$ cat config.mk
export PLATFORM = sky130hd
export DESIGN_NAME = cpu_out_uart
export DESIGN_NICKNAME = d
export VERILOG_FILES = /design/src/rtl/cpu_io_pkg.sv /design/src/rtl/cpu_out_fifo.sv /design/src/rtl/cpu_out_uart.sv
export SDC_FILE = /design/constraint.sdc
export NUM_CORES = 1
export LEC_CHECK = 0
export CAP_MARGIN = 20
export CORE_ASPECT_RATIO = 0.5
export CORE_MARGIN = 4
export CORE_UTILIZATION = 50
export DETAILED_ROUTE_END_ITERATION = 16
export HOLD_SLACK_MARGIN = 0.03
export PLACE_DENSITY = 0.68
export SKIP_LAST_GASP = 1
export SLEW_MARGIN = 15
export SYNTH_ARGS = -nofsm -noshare
export SYNTH_HDL_FRONTEND = slang
export SYNTH_SLANG_ARGS = --single-unit
$ cat constraint.sdc
create_clock -name clk -period 3.4 [get_ports clk]
set_input_delay 0.68 -clock clk [delete_from_list [all_inputs] [get_ports clk]]
set_output_delay 0.68 -clock clk [all_outputs]
set_load 0.05 [all_outputs]
$ cat src/rtl/cpu_io_pkg.sv
// Shared types and constants for the CPU output UART.
//   uart_state_t       : transmitter FSM states
//   UART_BITS_PER_BYTE : data bits per serial frame
//   TX_IDLE            : idle (mark) level of the serial line
package cpu_io_pkg;

  typedef enum logic [2:0] {
    S_IDLE,
    S_START,
    S_DATA,
    S_PARITY,
    S_STOP
  } uart_state_t;

  localparam int   UART_BITS_PER_BYTE = 8;
  localparam logic TX_IDLE            = 1'b1;

endpackage

$ cat src/rtl/cpu_out_fifo.sv
// Synchronous word FIFO with combinational read of the head entry.
// Ports:
//   clk, rst      : clock, asynchronous active-low reset
//   push, din     : write request and data; ignored while full
//   pop           : remove head entry; ignored while empty
//   dout          : head entry, valid whenever empty=0
//   count         : entries held (0..DEPTH)
//   full, empty   : decoded from the registered count
module cpu_out_fifo #(
  parameter int DEPTH = 8,
  parameter int W     = 16
) (
  input  logic                     clk,
  input  logic                     rst,
  input  logic                     push,
  input  logic                     pop,
  input  logic [W-1:0]             din,
  output logic [W-1:0]             dout,
  output logic [$clog2(DEPTH):0]   count,
  output logic                     full,
  output logic                     empty
);

  localparam int AW   = $clog2(DEPTH);
  localparam int CNTW = AW + 1;

  logic [W-1:0]  mem [DEPTH];
  logic [AW-1:0] wp, rp;
  logic          do_push, do_pop;

  // full comes from the registered count, so a push that meets full is
  // dropped even if a pop frees a slot in the same cycle.
  assign full    = (count == CNTW'(DEPTH));
  assign empty   = (count == '0);
  assign do_push = push & ~full;
  assign do_pop  = pop & ~empty;
  assign dout    = mem[rp];

  always_ff @(posedge clk) begin
    if (do_push) mem[wp] <= din;
  end

  // DEPTH is a power of two, so pointers wrap by plain overflow.
  always_ff @(posedge clk or negedge rst) begin
    if (!rst) begin
      wp    <= '0;
      rp    <= '0;
      count <= '0;
    end else begin
      if (do_push) wp <= wp + AW'(1);
      if (do_pop)  rp <= rp + AW'(1);
      count <= count + CNTW'(do_push) - CNTW'(do_pop);
    end
  end

endmodule

$ cat src/rtl/cpu_out_uart.sv
// CPU output port to serial line. Words written by the CPU are queued and
// sent as two UART frames each, low byte first (8N1, or 8E1 when the
// CPU_OUT_UART_PARITY_EN macro is defined).
// Ports:
//   clk, rst          : clock, asynchronous active-low reset
//   wr_en, wr_data    : push strobe and word
//   full              : FIFO holds FIFO_DEPTH words
//   overflow          : sticky, a push was dropped while full
//   fifo_count        : words queued (excludes the word being sent)
//   busy              : transmitter not idle
//   tx                : registered serial output, idles high
module cpu_out_uart
  import cpu_io_pkg::*;
#(
  parameter int CLK_DIV    = 16,
  parameter int FIFO_DEPTH = 8,
  parameter int DATA_W     = 16
) (
  input  logic                          clk,
  input  logic                          rst,
  input  logic                          wr_en,
  input  logic [DATA_W-1:0]             wr_data,
  output logic                          full,
  output logic                          overflow,
  output logic [$clog2(FIFO_DEPTH):0]   fifo_count,
  output logic                          busy,
  output logic                          tx
);

  localparam int            CW       = $clog2(CLK_DIV);
  localparam logic [CW-1:0] DIV_M1   = CW'(CLK_DIV - 1);
  localparam logic [2:0]    LAST_BIT = 3'(UART_BITS_PER_BYTE - 1);

  uart_state_t       state_q, state_d;
  logic [CW-1:0]     cnt_q, cnt_d;
  logic [2:0]        bit_q, bit_d;
  logic              byte_sel_q, byte_sel_d;
  logic [DATA_W-1:0] shreg_q, shreg_d;
  logic              tx_q, tx_d;
  logic              pop, empty, last;
  logic [DATA_W-1:0] head;
  logic [7:0]        cur_byte;

  cpu_out_fifo #(
    .DEPTH (FIFO_DEPTH),
    .W     (DATA_W)
  ) u_fifo (
    .clk   (clk),
    .rst   (rst),
    .push  (wr_en),
    .pop   (pop),
    .din   (wr_data),
    .dout  (head),
    .count (fifo_count),
    .full  (full),
    .empty (empty)
  );

  assign cur_byte = byte_sel_q ? shreg_q[2*UART_BITS_PER_BYTE-1 -: UART_BITS_PER_BYTE]
                               : shreg_q[UART_BITS_PER_BYTE-1:0];
  assign last     = (cnt_q == '0);
  assign busy     = (state_q != S_IDLE);
  assign tx       = tx_q;

  // tx_d is the line level for the current state; registering it puts the
  // line one cycle behind the FSM, which is why the start bit appears the
  // cycle after the pop.
  always_comb begin
    state_d    = state_q;
    cnt_d      = cnt_q;
    bit_d      = bit_q;
    byte_sel_d = byte_sel_q;
    shreg_d    = shreg_q;
    pop        = 1'b0;
    tx_d       = TX_IDLE;
    case (state_q)
      S_IDLE: begin
        if (!empty) begin
          pop        = 1'b1;
          shreg_d    = head;
          byte_sel_d = 1'b0;
          cnt_d      = DIV_M1;
          state_d    = S_START;
        end
      end
      S_START: begin
        tx_d = 1'b0;
        if (last) begin
          state_d = S_DATA;
          bit_d   = '0;
          cnt_d   = DIV_M1;
        end else begin
          cnt_d = cnt_q - CW'(1);
        end
      end
      S_DATA: begin
        tx_d = cur_byte[bit_q];
        if (last) begin
          cnt_d = DIV_M1;
          if (bit_q == LAST_BIT) begin
`ifdef CPU_OUT_UART_PARITY_EN
            state_d = S_PARITY;
`else
            state_d = S_STOP;
`endif
          end else begin
            bit_d = bit_q + 3'd1;
          end
        end else begin
          cnt_d = cnt_q - CW'(1);
        end
      end
`ifdef CPU_OUT_UART_PARITY_EN
      S_PARITY: begin
        tx_d = ^cur_byte;
        if (last) begin
          cnt_d   = DIV_M1;
          state_d = S_STOP;
        end else begin
          cnt_d = cnt_q - CW'(1);
        end
      end
`endif
      S_STOP: begin
        tx_d = 1'b1;
        if (last) begin
          if (!byte_sel_q) begin
            // High byte follows immediately, no idle gap.
            byte_sel_d = 1'b1;
            cnt_d      = DIV_M1;
            state_d    = S_START;
          end else begin
            state_d = S_IDLE;
          end
        end else begin
          cnt_d = cnt_q - CW'(1);
        end
      end
      default: state_d = S_IDLE;
    endcase
  end

  always_ff @(posedge clk or negedge rst) begin
    if (!rst) begin
      state_q    <= S_IDLE;
      cnt_q      <= '0;
      bit_q      <= '0;
      byte_sel_q <= 1'b0;
      shreg_q    <= '0;
      tx_q       <= TX_IDLE;
      overflow   <= 1'b0;
    end else begin
      state_q    <= state_d;
      cnt_q      <= cnt_d;
      bit_q      <= bit_d;
      byte_sel_q <= byte_sel_d;
      shreg_q    <= shreg_d;
      tx_q       <= tx_d;
      if (wr_en && full) overflow <= 1'b1;
    end
  end

endmodule

; ---- Word-level counts from Yosys, hierarchy flattened
; Memories as Yosys holds them, arrays and structs flattened. A register that Yosys moved wholly into a read port is not among the register bits.
; Index checks and enable logic that the tools add are counted.
[word_totals]
register_bits = 23
latchBits = 0
ram_bits = 128
rom_bits = 0
in_bits = 19
out_inout_bits = 8
word_cells = 75
mem_count = 1
[mem_list]
columns = name, words, word_bits, rd, rd_ports_with_merged_regs, write_ports, line
row1 = u_fifo.mem, 8, 16, 1, 1, 1, cpu_out_fifo.sv:27  ; logic [W-1:0] mem [DEPTH];
[op_classes]
n_addsub = 6
mul = 0
div = 0
order_cmp = 1
n_eq_ne = 12
shift = 0
mux = 27
bitwise_logic = 4
n_reduce_logical = 15
[ops]
columns = operator, n
row1 = $mux 3, 8
row2 = $mux 4, 4
row3 = $ne 2x2->1 const B, 6
row4 = $pmux 3 s4, 1
row5 = $pmux 4 s3, 1
row6 = $add 3x1->3 const B, 3
row7 = $logic_not 4->1, 2
row8 = $mux 1, 8
row9 = $mux 8, 1
row10 = $eq 3x3->1 const B, 2
row11 = $pmux 3 s2, 1
row12 = $reduce_and 3->1, 2
row13 = $reduce_bool 3->1, 2
row14 = $reduce_and 5->1, 1
row15 = $add 4x1->4, 1
row16 = $eq 4x4->1 const B, 1
row17 = $lt 3x4->1 const B, 1
row18 = $pmux 1 s2, 2
row19 = $reduce_and 4->1, 1
row20 = $reduce_bool 2->1, 2
row21 = $sub 4x1->4, 1
row22 = $sub 4x1->4 const B, 1
row23 = $bmux 1 s3, 1
row24 = $eq 3x1->1 const B, 1
row25 = other kinds (9), 11

; ---- Longest topological paths before layout
[depth]
ltp_word = 5
depth_mapped = 12
mapped_depth_nobuf = 11

; ---- Modules after synthesis
; Synthesis repeated with hierarchy kept, for this count alone.
[hier_totals]
cells_unflattened = 370
area_unflattened_um2 = 7043.0
[modules_own_cells]
columns = mod, n_inst, cells_per_inst, area_each_um2, seq_area_each_um2
row1 = cpu_out_fifo, 1, 243, 5502.8, 4093.9
row2 = cpu_out_uart, 1, 127, 1540.2, 726.9

; ---- Worst setup path before layout
; Ideal clock, no wire load.
[synth_timing]
kind = register to register
start = reg u_fifo.count[2]
end = mem u_fifo.mem[0][0] (enable)
setup_time_ps = 409
t_arrival_ps = 2947
required_time_ps = 2991
setup_slack_ps = 44
path_stages_with_launch = 8
path_buffers = 1
synth_period_minus_slack_ps = 3356
cell_sequence = dfrtp_1 inv_1 ha_1 nor3b_1 nor2b_1 clkbuf_1 nand2b_1 nor3_1
[synth_via]
elab_chain_cells = 5
[synth_rtl]
columns = element, line
row1 = "start, declared", cpu_out_fifo.sv:19  ; output logic [$clog2(DEPTH):0] count,
row2 = "start signal, assigned", cpu_out_fifo.sv:52  ; count <= count + CNTW'(do_push) - CNTW'(do_pop);
row3 = $eq 4x4->1, cpu_out_fifo.sv:33  ; assign full = (count == CNTW'(DEPTH));
row4 = named net full, cpu_out_uart.sv:23  ; output logic full,
row5 = $not 1->1, cpu_out_fifo.sv:35  ; assign do_push = push & ~full;
row6 = $and 1x1->1, cpu_out_fifo.sv:35
row7 = named net u_fifo.do_push, cpu_out_fifo.sv:29  ; logic do_push, do_pop;
row8 = $mux 1, cpu_out_fifo.sv:40  ; if (do_push) mem[wp] <= din;
row9 = $mux 1 (not written as such), cpu_out_fifo.sv:40
row10 = "end, declared", cpu_out_fifo.sv:27
; The timed path passes the listed nets, and every way through them passes these cells.

; ---- Final worst setup path
[layout_timing]
start = reg u_fifo.count[2]
end = out full
[layout_via]
elab_chain_cells = 1
[layout_rtl]
columns = element, line
row1 = $eq 4x4->1, cpu_out_fifo.sv:33
row2 = "end, declared", cpu_out_uart.sv:23
; Every way passes these cells.

==> summary.txt <==
Cells and area
  – Non-filler cells, final: 608
  – Most frequent standard cell in the layout excluding fill and tap cells: sky130_fd_sc_hd__edfxtp_1
  – Highest-count cells in the layout ignoring fill and taps: 128 x sky130_fd_sc_hd__edfxtp_1, 37 x sky130_fd_sc_hd__dfrtp_1, 32 x sky130_fd_sc_hd__mux4_2
  – Number of nets at the end of the flow: 456
  – Area Growth Syn to Fin: 16.4%
  – Fill cell total of the finished layout: 907
  – Reg area: 4820 sq um
  – Design Area, Final: 7900 sq um
  – Antenna cell count: 0
  – Area occupied by multi-input gates: 1810 sq um
  – Layout cells sized above 1: 0.189

Logic synthesis
  – Warning count from the yosys run: 0
  – Net count after synthesis: 419
  – Portion of the post-synthesis area used by sequential elements: 0.710
  – Fraction of synthesis flops using an asynchronous set or reset pin: 0.234
  – EDFF count, synth: 128
  – Total standard cell area after synthesis: 6790 sq um
  – Average instance area after synthesis: 17.5 sq um
  – Instance count of the mapped netlist: 388
  – Netlist cell types: 42
  – Flip-flop cell with the highest count after synthesis: sky130_fd_sc_hd__edfxtp_1
  – Flops & latches, synth: 167

Clock tree
  – Total number of H-tree levels: 4
  – CTS tree: built
  – Clock-pin transition on the worst setup and hold timing paths: 0.07 ns
  – Number of clock sinks: 167
  – Maximum root-to-sink buffer count: 2
  – Quantity of hold-fixing buffers added after cts: 0
  – CTS-repair resized insts: 0
  – Library cell used as clock root buffer: sky130_fd_sc_hd__clkbuf_16
  – Post CTS Setup Buffer Count: 0
  – Clock network latency to the later pin of the worst-skew pair: 0.42 ns
  – Num CTS Buffers: 17

Timing
  – Worst slew slack as a fraction of its limit: 0.286
  – Total negative slack: 0 ns
  – Max Slew Vio Count: 0
  – Achievable frequency: 340 MHz
  – Period utilization: 0.864
  – Number of endpoints failing setup at the final stage: 0
  – Fin crit period: 2.94 ns
  – Final hold violation count: 0
  – Final worst setup slack: 0.462 ns
  – Setup repair after global routing missed its margin: false
  – Slew at the pin closest to its max-slew limit: 1.07 ns
  – Final clock skew: 0.0120 ns

Floorplanning
  – Die W: 173 um
  – I/O pin count: 27
  – Initial Util: 0.524
  – Die extent in y: 90.4 um
  – Placeable Area: 13000 sq um
  – Die footprint: 15600 sq um
  – Rows: 29

Status
  – Run status: finished, final reports clean

Detailed routing
  – First-pass detailed-route iteration total: 4
  – Met1 wire length: 5.41 mm
  – Total wirelength of the detailed-routed design: 12.4 mm
  – Uppermost signal routing layer after detailed routing: met4
  – Via Count: 3432
  – Number of remaining DRC errors: 0
  – Met2 layer wire length in the routed design: 5.99 mm
  – Met3 routed wirelength: 905 um
  – Routed len/inst: 20.4 um
  – Average via count per standard cell: 5.64
  – Remaining number of nets flagged by the antenna check after routing: 0
  – Iteration-0 DRC Markers: 320

Pwr
  – Peak supply drop: 0.350 mV
  – Leak pwr: 2.80 nW
  – Power density relative to cell area: 681 nW/um^2

Global routing
  – Pin count of the biggest net entering global routing: 40
  – First-pass GRT wire length: 20.3 mm
  – Gr ovfl total: 0
  – Number of antenna violations at the first check in global routing: 0
  – Number of global-route vias before repair: 3692
  – Global routing usage summed across all routing layers: 0.168

Critical path
  – Data arrival, critical path: 2.26 ns
  – Count of cells along the worst register-to-register path: 10
  – Maximum fanout encountered on the critical timing path: 3
  – Reg-to-reg setup timing slack: 0.86 ns
  – Required time of the worst setup path: 2.72 ns
  – Critical setup path kind: register to output port
  – Capturing point of the worst reg2reg path: u_fifo.count[2]
  – Startpoint types: register
  – Crit path capture type: output port
  – FF-to-FF Start: u_fifo.count[2]

Placed design
  – Minimum setup slack after placement: 0.512 ns
  – Placed instance count: 576
  – Post-DP HPWL: 7.84 mm
  – Global placement routability congestion: 0.763
  – Placed cell areas: 7260 sq um
  – Number of I/O port buffers: 26

Flow run
  – Total of max-cap violations: 0

Min path
  – Tightest Hold Check Type: primary input to async pin
-- layout make-up --
| class | instances | area share |
|---|---|---|
| tap | 170 | 0.0269 |
| timing repair buffer | 38 | 0.0453 |
| sequential | 167 | 0.611 |
| inverter | 16 | 0.00760 |
| clock buffer | 17 | 0.0539 |
| clock inverter | 15 | 0.0266 |
| multi-input combinational | 185 | 0.229 |
-- per-stage QoR --
stage	util	hold WS (ns)	power, W
after floorplan	-	0.384	0.00311
after global placement	0.561	0.439	0.00336
after detailed placement	0.561	0.455	0.00343
after CTS	0.610	0.409	0.00544
after global routing	0.610	0.444	0.00562
final	0.610	0.368	0.00538
-- synth_stat cells (3+ instances only) --
library cell	count	area [sq um]
sky130_fd_sc_hd__nor2_1	11	41.3
sky130_fd_sc_hd__nor3b_1	3	22.5
sky130_fd_sc_hd__nor2b_1	3	18.8
sky130_fd_sc_hd__nand2_1	30	113
sky130_fd_sc_hd__nand3_1	3	15.0
sky130_fd_sc_hd__xor2_1	4	35.0
sky130_fd_sc_hd__inv_1	16	60.1
sky130_fd_sc_hd__dfrtp_1	38	951
sky130_fd_sc_hd__mux2i_1	21	210
sky130_fd_sc_hd__nand2b_1	4	25.0
sky130_fd_sc_hd__ha_1	11	138
sky130_fd_sc_hd__nor3_1	8	40.0
sky130_fd_sc_hd__mux4_1	3	78.8
sky130_fd_sc_hd__xnor2_1	3	26.3
sky130_fd_sc_hd__o21ai_0	20	100
sky130_fd_sc_hd__clkbuf_1	6	22.5
sky130_fd_sc_hd__a21oi_1	7	35.0
sky130_fd_sc_hd__mux4_2	32	721
sky130_fd_sc_hd__edfxtp_1	128	3840
sky130_fd_sc_hd__buf_2	9	45.0
sky130_fd_sc_hd__buf_4	3	22.5
-- worst max-delay path by stage --
stage / startpoint / to
final: u_fifo.count[2] / full
after global placement: wr_en / u_fifo.mem[1][4]
after CTS: u_fifo.count[2] / full
after detailed placement: wr_en / u_fifo.mem[1][4]
after global routing: u_fifo.count[2] / full
after floorplan: u_fifo.count[2] / u_fifo.mem[0][0]
-- power by group --
| part | switching, W | total, W | internal (W) |
|---|---|---|---|
| Combinational | 0.000471 | 0.000757 | 0.000286 |
| Clock | 0.000867 | 0.00200 | 0.00113 |
| Sequential | 0.000116 | 0.00263 | 0.00251 |
-- layer usage --
layer / global-route usage / vias up
met5: 0 / -
met4: 0.0398 / 0
met3: 0.0452 / 6
met2: 0.264 / 105
met1: 0.239 / 1746
li1: - / 1575
-- worst max-delay path, stage by stage (launching register included) --
cell and delay, ns:
sky130_fd_sc_hd__dfrtp_1 0.38, sky130_fd_sc_hd__inv_1 0.11, sky130_fd_sc_hd__ha_1 0.16, sky130_fd_sc_hd__nor3b_1 0.32, sky130_fd_sc_hd__clkdlybuf4s50_1 0.87
-- cell families (layout without fill, tap and decap cells) --
kind of cell,count (synthesis),in the layout,synth area share
AOI/OAI and AO/OA,40,40,0.0345
xor gates and xnor gates,7,7,0.00904
adders and majority gates,12,12,0.0232
buffers and inverters,36,86,0.0243
DFF,167,167,0.710
muxes,57,57,0.150
and+or+nand+nor,69,69,0.0479
-- flip-flops by register name, indices dropped and copies added (netlist names) --
name          count
state_q           3
u_fifo.mem      128
u_fifo.wp         3
shreg_q          16
cnt_q             4
overflow          1
byte_sel_q        1
tx                1
bit_q             3
u_fifo.rp         3
u_fifo.count      4
Power figures use the tool's default switching activity.
